### src/rtl/clk_gate_ctrl.sv
`timescale 1ns/1ps
// clk_gate_ctrl: request-driven clock-gate sequencer with wake delay, idle hysteresis and a divided enable strobe.
// Define CLK_GATE_CTRL_STATS_EN to add the wake_count / on_cycles usage statistics ports.
module clk_gate_ctrl #(
  parameter int NUM_REQ     = 4,
  parameter int WAKE_CYCLES = 8,
  parameter int IDLE_CYCLES = 16,
  parameter int DIV_W       = 8
) (
  input  logic               clk,
  input  logic               reset_n,
  input  logic [NUM_REQ-1:0] req,
  output logic [NUM_REQ-1:0] ack,
  input  logic [DIV_W-1:0]   div_ratio,
  output logic               gate_en,
  output logic               clk_en_strobe,
  output logic               busy,
  output logic [1:0]         dbg_state
`ifdef CLK_GATE_CTRL_STATS_EN
  ,
  output logic [15:0]        wake_count,
  output logic [31:0]        on_cycles
`endif
);

  // req/ack are level-based: a requester holds req[i] while it needs the clock;
  // ack[i] is high only in ON, one cycle after req[i] is seen there, and drops one cycle after req[i] drops.

  typedef enum logic [1:0] {
    ST_OFF  = 2'd0,
    ST_WAKE = 2'd1,
    ST_ON   = 2'd2,
    ST_IDLE = 2'd3
  } state_t;

  localparam int WCW = (WAKE_CYCLES > 1) ? $clog2(WAKE_CYCLES) : 1;
  localparam int ICW = (IDLE_CYCLES > 1) ? $clog2(IDLE_CYCLES) : 1;
  localparam logic [WCW-1:0] WAKE_LOAD = WCW'(WAKE_CYCLES - 1);
  localparam logic [ICW-1:0] IDLE_LOAD = ICW'(IDLE_CYCLES - 1);

  state_t             state_q, state_d;
  logic [WCW-1:0]     wake_cnt_q;
  logic [ICW-1:0]     idle_cnt_q;
  logic [DIV_W-1:0]   div_q;
  logic [DIV_W-1:0]   div_cnt_q;
  logic [NUM_REQ-1:0] ack_q;
  logic               gate_en_q;
  logic               strobe_q;
  logic               any_req;
  logic               div_wrap;
  logic               run_q;
  logic               run_d;
`ifdef CLK_GATE_CTRL_STATS_EN
  logic [15:0]        wake_count_q;
  logic [31:0]        on_cycles_q;
`endif

  always_comb begin
    any_req  = |req;
    div_wrap = (div_cnt_q == (div_q - DIV_W'(1)));
    state_d  = state_q;
    case (state_q)
      ST_OFF:  if (any_req) state_d = ST_WAKE;
      ST_WAKE: if (wake_cnt_q == '0) state_d = ST_ON;
      ST_ON:   if (!any_req) state_d = ST_IDLE;
      ST_IDLE: begin
        // A request in the last hysteresis cycle wins over gating off.
        if (any_req)                 state_d = ST_ON;
        else if (idle_cnt_q == '0)   state_d = ST_OFF;
      end
      default: state_d = ST_OFF;
    endcase
    run_q = (state_q == ST_ON) || (state_q == ST_IDLE);
    run_d = (state_d == ST_ON) || (state_d == ST_IDLE);
  end

  always_ff @(posedge clk or negedge reset_n) begin
    if (!reset_n) begin
      state_q    <= ST_OFF;
      wake_cnt_q <= '0;
      idle_cnt_q <= '0;
      div_q      <= DIV_W'(1);
      div_cnt_q  <= '0;
      ack_q      <= '0;
      gate_en_q  <= 1'b0;
      strobe_q   <= 1'b0;
    end else begin
      state_q   <= state_d;
      gate_en_q <= (state_d != ST_OFF);
      ack_q     <= (state_q == ST_ON) ? req : '0;

      case (state_q)
        ST_OFF: begin
          if (any_req) begin
            wake_cnt_q <= WAKE_LOAD;
            div_q      <= (div_ratio == '0) ? DIV_W'(1) : div_ratio;
          end
        end
        ST_WAKE: begin
          if (wake_cnt_q != '0) wake_cnt_q <= wake_cnt_q - WCW'(1);
        end
        ST_ON: begin
          if (!any_req) idle_cnt_q <= IDLE_LOAD;
        end
        ST_IDLE: begin
          if (!any_req && (idle_cnt_q != '0)) idle_cnt_q <= idle_cnt_q - ICW'(1);
        end
        default: ;
      endcase

      // Divider phase starts fresh on every wake; IDLE->ON re-entry keeps it running.
      if (run_q) div_cnt_q <= div_wrap ? '0 : div_cnt_q + DIV_W'(1);
      else       div_cnt_q <= '0;

      strobe_q <= run_q && run_d && div_wrap;
    end
  end

`ifdef CLK_GATE_CTRL_STATS_EN
  always_ff @(posedge clk or negedge reset_n) begin
    if (!reset_n) begin
      wake_count_q <= '0;
      on_cycles_q  <= '0;
    end else begin
      if ((state_q == ST_OFF) && (state_d == ST_WAKE) && (wake_count_q != 16'hFFFF))
        wake_count_q <= wake_count_q + 16'd1;
      if (gate_en_q && (on_cycles_q != 32'hFFFF_FFFF))
        on_cycles_q <= on_cycles_q + 32'd1;
    end
  end

  assign wake_count = wake_count_q;
  assign on_cycles  = on_cycles_q;
`endif

  assign ack           = ack_q;
  assign gate_en       = gate_en_q;
  assign clk_en_strobe = strobe_q;
  assign busy          = (state_q != ST_OFF);
  assign dbg_state     = state_q;

endmodule

### config.mk
export PLATFORM = sky130hd
export DESIGN_NAME = clk_gate_ctrl
export DESIGN_NICKNAME = d
export VERILOG_FILES = /design/src/rtl/clk_gate_ctrl.sv
export SDC_FILE = /design/constraint.sdc
export NUM_CORES = 1
export LEC_CHECK = 0
export ABC_AREA = 1
export CAP_MARGIN = 20
export CORE_MARGIN = 1
export CORE_UTILIZATION = 58
export DETAILED_ROUTE_END_ITERATION = 8
export PLACE_DENSITY = 0.89
export SLEW_MARGIN = 30
export SYNTH_ARGS = -nofsm -noshare
export SYNTH_HDL_FRONTEND = slang
export SYNTH_SLANG_ARGS = --single-unit
### constraint.sdc
create_clock -name clk -period 4.35 [get_ports clk]
set_input_delay 0.6525 -clock clk [delete_from_list [all_inputs] [get_ports clk]]
set_output_delay 0.6525 -clock clk [all_outputs]
set_load 0.01 [all_outputs]
==> results of run 1 <==
==> cell usage in the layout, fill, tap and decap left out, types with 2 or more instances in the layout <==
master | Yosys | final
nor3_1 | 4 | 4
inv_1 | 41 | 41
o21ai_0 | 7 | 7
nand3_1 | 9 | 9
xnor2_1 | 3 | 3
a21oi_1 | 4 | 4
nand4_1 | 4 | 4
nand2_1 | 44 | 44
clkbuf_1 | 0 | 3
nor2_2 | 14 | 14
nor2_1 | 23 | 23
ha_1 | 5 | 5
clkdlybuf4s50_1 | 0 | 22
clkbuf_4 | 0 | 5
nand2_2 | 6 | 6
inv_2 | 2 | 2
dfrtp_1 | 30 | 30
xor2_1 | 6 | 6
==> path summary, 6_finish.rpt <==
check	from	slack, ps	cells past startpoint	end
hold reg to reg	wake_cnt_q[2]	490	2	wake_cnt_q[2]
setup reg to reg	div_q[0]	2500	12	div_cnt_q[6]
max in group asynchronous	reset_n	3330	2	div_q[0]
min in group asynchronous	reset_n	700	2	wake_cnt_q[0]
hold / removal	wake_cnt_q[2]	490	2	wake_cnt_q[2]
setup / recovery	dbg_state[1]	2040	3	busy
==> state kept, by name, summed over array words and instances, names as in the netlist <==
name,count
div_cnt_q,8
clk_en_strobe,1
wake_cnt_q,3
idle_cnt_q,4
dbg_state,2
ack,4
div_q,8
gate_en,1
==> layout make-up <==
| type | instances | area share (%) |
|---|---|---|
| multi-input cells | 139 | 37.38 |
| repair buffers | 23 | 11.37 |
| well taps | 31 | 1.938 |
| flip-flops and latches | 31 | 38.81 |
| clock buffers | 8 | 2.437 |
| inverters | 43 | 8.063 |
==> worst register-to-register path, delay by kind of cell (launching register included) <==
| kind | cells | cell delay [ps] |
|---|---|---|
| and+or+nand+nor | 9 | 770 |
| DFF | 1 | 570 |
| adders and majority gates | 1 | 310 |
| buffers and inverters | 2 | 110 |
==> per-stage QoR <==
step           hold WS, ps  util (%)
2_1_floorplan        356.9         -
3_3_place_gp         474.2     70.83
3_5_place_dp         477.9     70.83
4_1_cts              496.3     72.60
5_1_grt              524.3     72.60
6_report             490.3     72.60
==> logic make-up after synthesis <==
| logic type | after synthesis |
|---|---|
| compound gates | 15 |
| buf+inv | 44 |
| flops | 31 |
| fa+ha+maj | 5 |
| simple gates | 109 |
| mux | 1 |
| xor+xnor | 9 |
==> power breakdown <==
part / switching, W / leakage, nW / internal [W]
sequential: 0.0000209 / 0.352 / 0.000309
clock: 0.0000925 / 0.0265 / 0.0000643
combinational: 0.0000559 / 0.663 / 0.0000485
total: 0.000169 / 1.04 / 0.000422
==> layer usage <==
layer  vias to the layer above  track usage, %
met5                         -               0
met4                         0           12.20
met3                         7           5.116
met2                        27           39.29
met1                       664           28.59
li1                        713               -
==> impl_results.md, run 1 <==
* Synthesized area at 1692 sq um
* Fin cells at ~280
* Antenna violations before repair at 0
* H-tree levels at 2
* Post-route cell area at between 2000 and 2500 sq um
* Global Route Usage Sum at approximately a quarter
* Setup CP Type: reg -> out
* Tmin final at between 2000 and 2500 ps
* Cell taking the most area after synthesis: dfrtp_1
* Post-synth EDFFs at 0
* Largest family of logic cells by synthesized area: simple AND/OR/NAND/NOR gates
* Top cell type's share of synthesized area at about 44%
* Largest net degree at the start of global routing at 32
* Max-cap viol count at 0
* Cell Rows at 19
* Root buf cell: clkbuf_4
* Top sig layer: met4
* Synth top area cells: dfrtp_1 (44%), nand2_1 (9.8%), inv_1 (9.1%)
* Setup violators final at 0
* Ant diodes at 0
* Yosys Warn Count at 0
* Port bufs at 22
* Worst path cell trace: nor2_1, inv_1, clkdlybuf4s50_1
* WL/cell at 11.33 um
* Reg area at between 700 and 800 sq um
* HPWL after detailed placement at ~2400 um
* Synthesized flop and latch total at 31
* Layout cell share with drive strength beyond 1 at between 10 and 15%
* Fmax achieved at ~430 MHz
* Post-synthesis async set-or-reset flop share at 100.0%
* Cts hold-fix bufs at 0
* Worst-path cell with the longest stage delay: dfrtp_1
* Power per standard cell area at a little under 300 nW/um^2
* Final Total Pwr at between 0.0005 and 0.0006 W
* Area Overhead vs Synth at 18.34%
* Fin. Hold Viols at 0
* Worst Path Max Fanout at 8
* Die height at 56.01 um
* Post-synthesis compound-gate area fraction at just under 5%
* Die W at ~56 um
* Met3 routed WL at 109 um
* Worst setup margin at between 2000 and 2500 ps
* Pins Over Slew Limit at 0
* Clk buf depth at 2
* Vias in the first global route at 1319
* Post-synthesis adder-cell area fraction at 3.698%
* Multiplexer share of the synthesized area at 0.6657%
* Clk_lat worst skew at 330 ps
* RSZ-0062 raised after global routing: false
* Via count at 1411
* Setup crit start kind: register
* Clock sinks at 31
* Met2 WL at 1558 um
* Total global routing overflow at 0
* # fillers at between 200 and 250
* Arrival time worst endpoint at around 1700 ps
* Max incr delay on CP at approximately 500 ps
* Placed Cells at ~270
* Worst vdd ir at about 0.00027 V
* CP Capture Type: primary output
* Postcts setup bufs at 0
* DRT Pass-1 Iters at 4
* Clock slew at reported path FFs at 80 ps
* Post-Synth XOR/XNOR Area at approximately 4.7%
* Routability cong. at approximately 0.81
* Pre-CTS setup slack at approximately 2300 ps
* Status: complete, no violations
* # nets final at roughly 260
* Vias per std cell at between 5 and 6
* CTS tree: done
* PostCTS Resize Cnt at 0
* Residual DRC at 0
* Netlist cell types at 27
* Final Skew at roughly 7.6 ps
* Commonest cells post-synth: nand2_1 (44), inv_1 (41), dfrtp_1 (30), nor2_1 (23), nor2_2 (14)
* CP required at 3700 ps
* Initial Util at 61.34%
* Setup total negative slack at 0 ps
* Num ports at 23
* Slew headroom at between 70% and 80%
* Worst-margin pin slew at between 300 and 400 ps
* Die area at 3137 sq um
* Multi-input logic area at around 750 sq um
* Placed Area at a little under 2000 sq um
* Syn nets at ~230
* Avg Cell Area, Syn at 7.905 sq um
* Routed WL at a little over 3000 um
* Core area at between 2000 and 3000 sq um
* Simple-gate area share of the yosys netlist at between 30% and 40%
* Leakage power total at 1.042 nW
* Seq/Total Area, Yosys at a little under half
* CP Buf/Inv Count at 2
* Iter 0 DRT Violations at 45
* Critical path's top delay family: buffers and inverters
* Worst hold path class: reg -> reg
* TritonCTS buffer count at 5
* Syn Inst Count at 214
* First-pass GRT wire length at between 5000 and 6000 um
* Ys flop type: dfrtp_1
* Final worst-path cycle share at a little over half
* Met1 WL at 1381 um
* Most frequent cell after synthesis: nand2_1
* Antenna Nets Post-Route at 0
Note: power is estimated with default switching activity, not from simulation.
==> inputs of run 2 (changes only) <==
- CORE_UTILIZATION: 58 -> 54
- PLACE_DENSITY: 0.89 -> 0.84
- clock period: 4.35 -> 2.2 ns (I/O delays scaled with it)
==> run 2 against run 1 <==
  * Non-clock buffer count did not move
  * Utilization is 1.7 points lower
  * Flip-flop and latch count stayed put
  * Count of clock-buffer cells in the layout unchanged
  * Register-to-register slack worse by 2200 ps
  * Final area is 1.0% higher
  * Critical path depth did not move
  * Final cell count stayed put
  * First-iteration DRC count grew 24%
  * Global-route usage shrank 0.84 points
  * Largest cell class unchanged
  * Highest routed layer unchanged
==> impl_results.md, run 2 (synthesis results as in run 1) <==
* Ant diodes at 0
* Top sig layer: met4
* HPWL after detailed placement at between 2000 and 2500 um
* WL/cell at 11.56 um
* Clk_lat worst skew at 340 ps
* Power per standard cell area at 609.4 nW/um^2
* Root buf cell: clkbuf_4
* Setup crit start kind: register
* Worst path cell trace: nor2_1, inv_1, clkdlybuf4s50_1
* Iter 0 DRT Violations at between 50 and 60
* Final Skew at between 10 and 15 ps
* Die W at roughly 58 um
* TritonCTS buffer count at 5
* Int Pwr at approximately 0.00089 W
* Vias in the first global route at about 1400
* Psw at ~0.00034 W
* Setup violators final at 0
* Antenna violations before repair at 0
* Cell Rows at 19
* DRT Pass-1 Iters at 4
* Final worst-path cycle share at approximately 89%
* Die area at roughly 3400 sq um
* Worst R2R Start: div_q[0]
* Worst hold path class: in -> async
* Clock slew at reported path FFs at about 100 ps
* H-tree levels at 2
* Residual DRC at 0
* Initial Util at around three fifths
* Met3 routed WL at between 100 and 150 um
* Clk buf depth at 2
* CTS tree: done
* Most frequent cells in the layout: nand2_1 (44), inv_1 (41), dfrtp_1 (30)
* Pins Over Slew Limit at 0
* Clock sinks at 31
* Critical path's top delay family: buffers and inverters
* Total global routing overflow at 0
* Cts hold-fix bufs at 0
* Layout cell share with drive strength beyond 1 at between 10% and 20%
* Fin. Hold Viols at 0
* Worst Path Max Fanout at 8
* Routability cong. at roughly 0.85
* Met2 WL at between 1500 and 2000 um
* # nets final at between 200 and 300
* Comb power frac at approximately 16%
* Worst-path cell with the longest stage delay: dfrtp_1
* Reg power frac at a little over half
* Slew headroom at approximately three quarters
* Crit path launch: dbg_state[1]
* Tmin final at about 2000 ps
* Status: complete, no violations
* Largest net degree at the start of global routing at 32
* CP Capture Type: primary output
* CP required at 1870 ps
* Fmax achieved at roughly 500 MHz
* Vias per std cell at about 5.1
* Via count at approximately 1400
* Setup CP Type: reg -> out
* RSZ-0062 raised after global routing: false
* Port bufs at 22
* Placed Area at ~2000 sq um
* Max incr delay on CP at just under 500 ps
* Antenna Nets Post-Route at 0
* Die height at between 50 and 60 um
* Routed WL at roughly 3200 um
* Leading cell type in the layout, fill and taps excluded: nand2_1
* Worst vdd ir at 0.0004999 V
* Sw frac at 27.37%
* Worst-margin pin slew at 375.9 ps
* Num ports at 23
* Core area at ~2900 sq um
* Post-route cell area at 2022 sq um
* Pre-CTS setup slack at approximately 350 ps
* Max-cap viol count at 0
* Clock power share at 30.8%
* Arrival time worst endpoint at 1630 ps
* Regs by FF count: div_cnt_q: 8 flops, div_q: 8 flops
* Leakage power total at between 1 and 1.5 nW
* Global Route Usage Sum at approximately 23%
* Area Overhead vs Synth at 19.53%
* Met1 WL at 1447 um
* PostCTS Resize Cnt at 0
* Worst setup margin at about 240 ps
* First-pass GRT wire length at between 5000 and 6000 um
* Postcts setup bufs at 0
* CP Buf/Inv Count at 2
* Setup total negative slack at 0 ps
[run 2: cell count changes in the layout (fill, tap and decap cells not counted)]
| cell | previous run | this run |
|---|---|---|
| clkbuf_1 | 3 | 1 |
| clkbuf_8 | 0 | 2 |
[run 2: worst paths after layout]
path	to	slack [ps]	depth (start not counted)
setup / recovery	busy	240	3
hold / removal	idle_cnt_q[2]	380	2
setup reg to reg	div_cnt_q[7]	330	12
hold reg to reg	wake_cnt_q[2]	500	2
max in group asynchronous	div_q[0]	1490	2
min in group clk	wake_cnt_q[2]	500	2
[run 2: stage by stage]
| stage | utilization, % | power [W] | hold slack, ps | instances |
|---|---|---|---|---|
| finish | 70.88 | 0.001232 | 382.6 | 275 |
| floorplan | - | 0.0007928 | 34.41 | 214 |
| detailed placement | 68.46 | 0.0008671 | 483.7 | 267 |
| global placement | 68.46 | 0.0008593 | 478.4 | 267 |
| global route | 70.88 | 0.001308 | 397.3 | 275 |
| CTS | 70.88 | 0.001254 | 385.2 | 275 |
[run 2: cell type report]
type | count | area, sq um
Sequential cell | 31 | 777.0
Timing Repair Buffer | 23 | 227.7
Tap cell | 31 | 38.79
Multi-Input combinational cell | 139 | 748.2
Inverter | 43 | 161.4
Fill cell | 230 | 830.8
Clock buffer | 8 | 68.82
[run 2: metal layers]
layer	up-vias	GRT usage [%]
met3	6	7.813
met5	-	0
met1	647	25.63
met4	0	12.24
li1	717	-
met2	24	37.77
[run 2: power groups by stage]
stage	clock, W	combinational [W]	sequential, W
2_1_floorplan	0	0.000136	0.000657
3_3_place_gp	0	0.000196	0.000663
3_5_place_dp	0	0.000203	0.000664
4_1_cts	0.000397	0.000205	0.000652
5_1_grt	0.000418	0.000231	0.000659
6_report	0.000379	0.000201	0.000652
==> inputs of run 3 (changes only) <==
- CTS_CLUSTER_SIZE: default -> 10
==> results of run 3 <==
The final DEF is identical to that of run 2; final timing and power are the same.
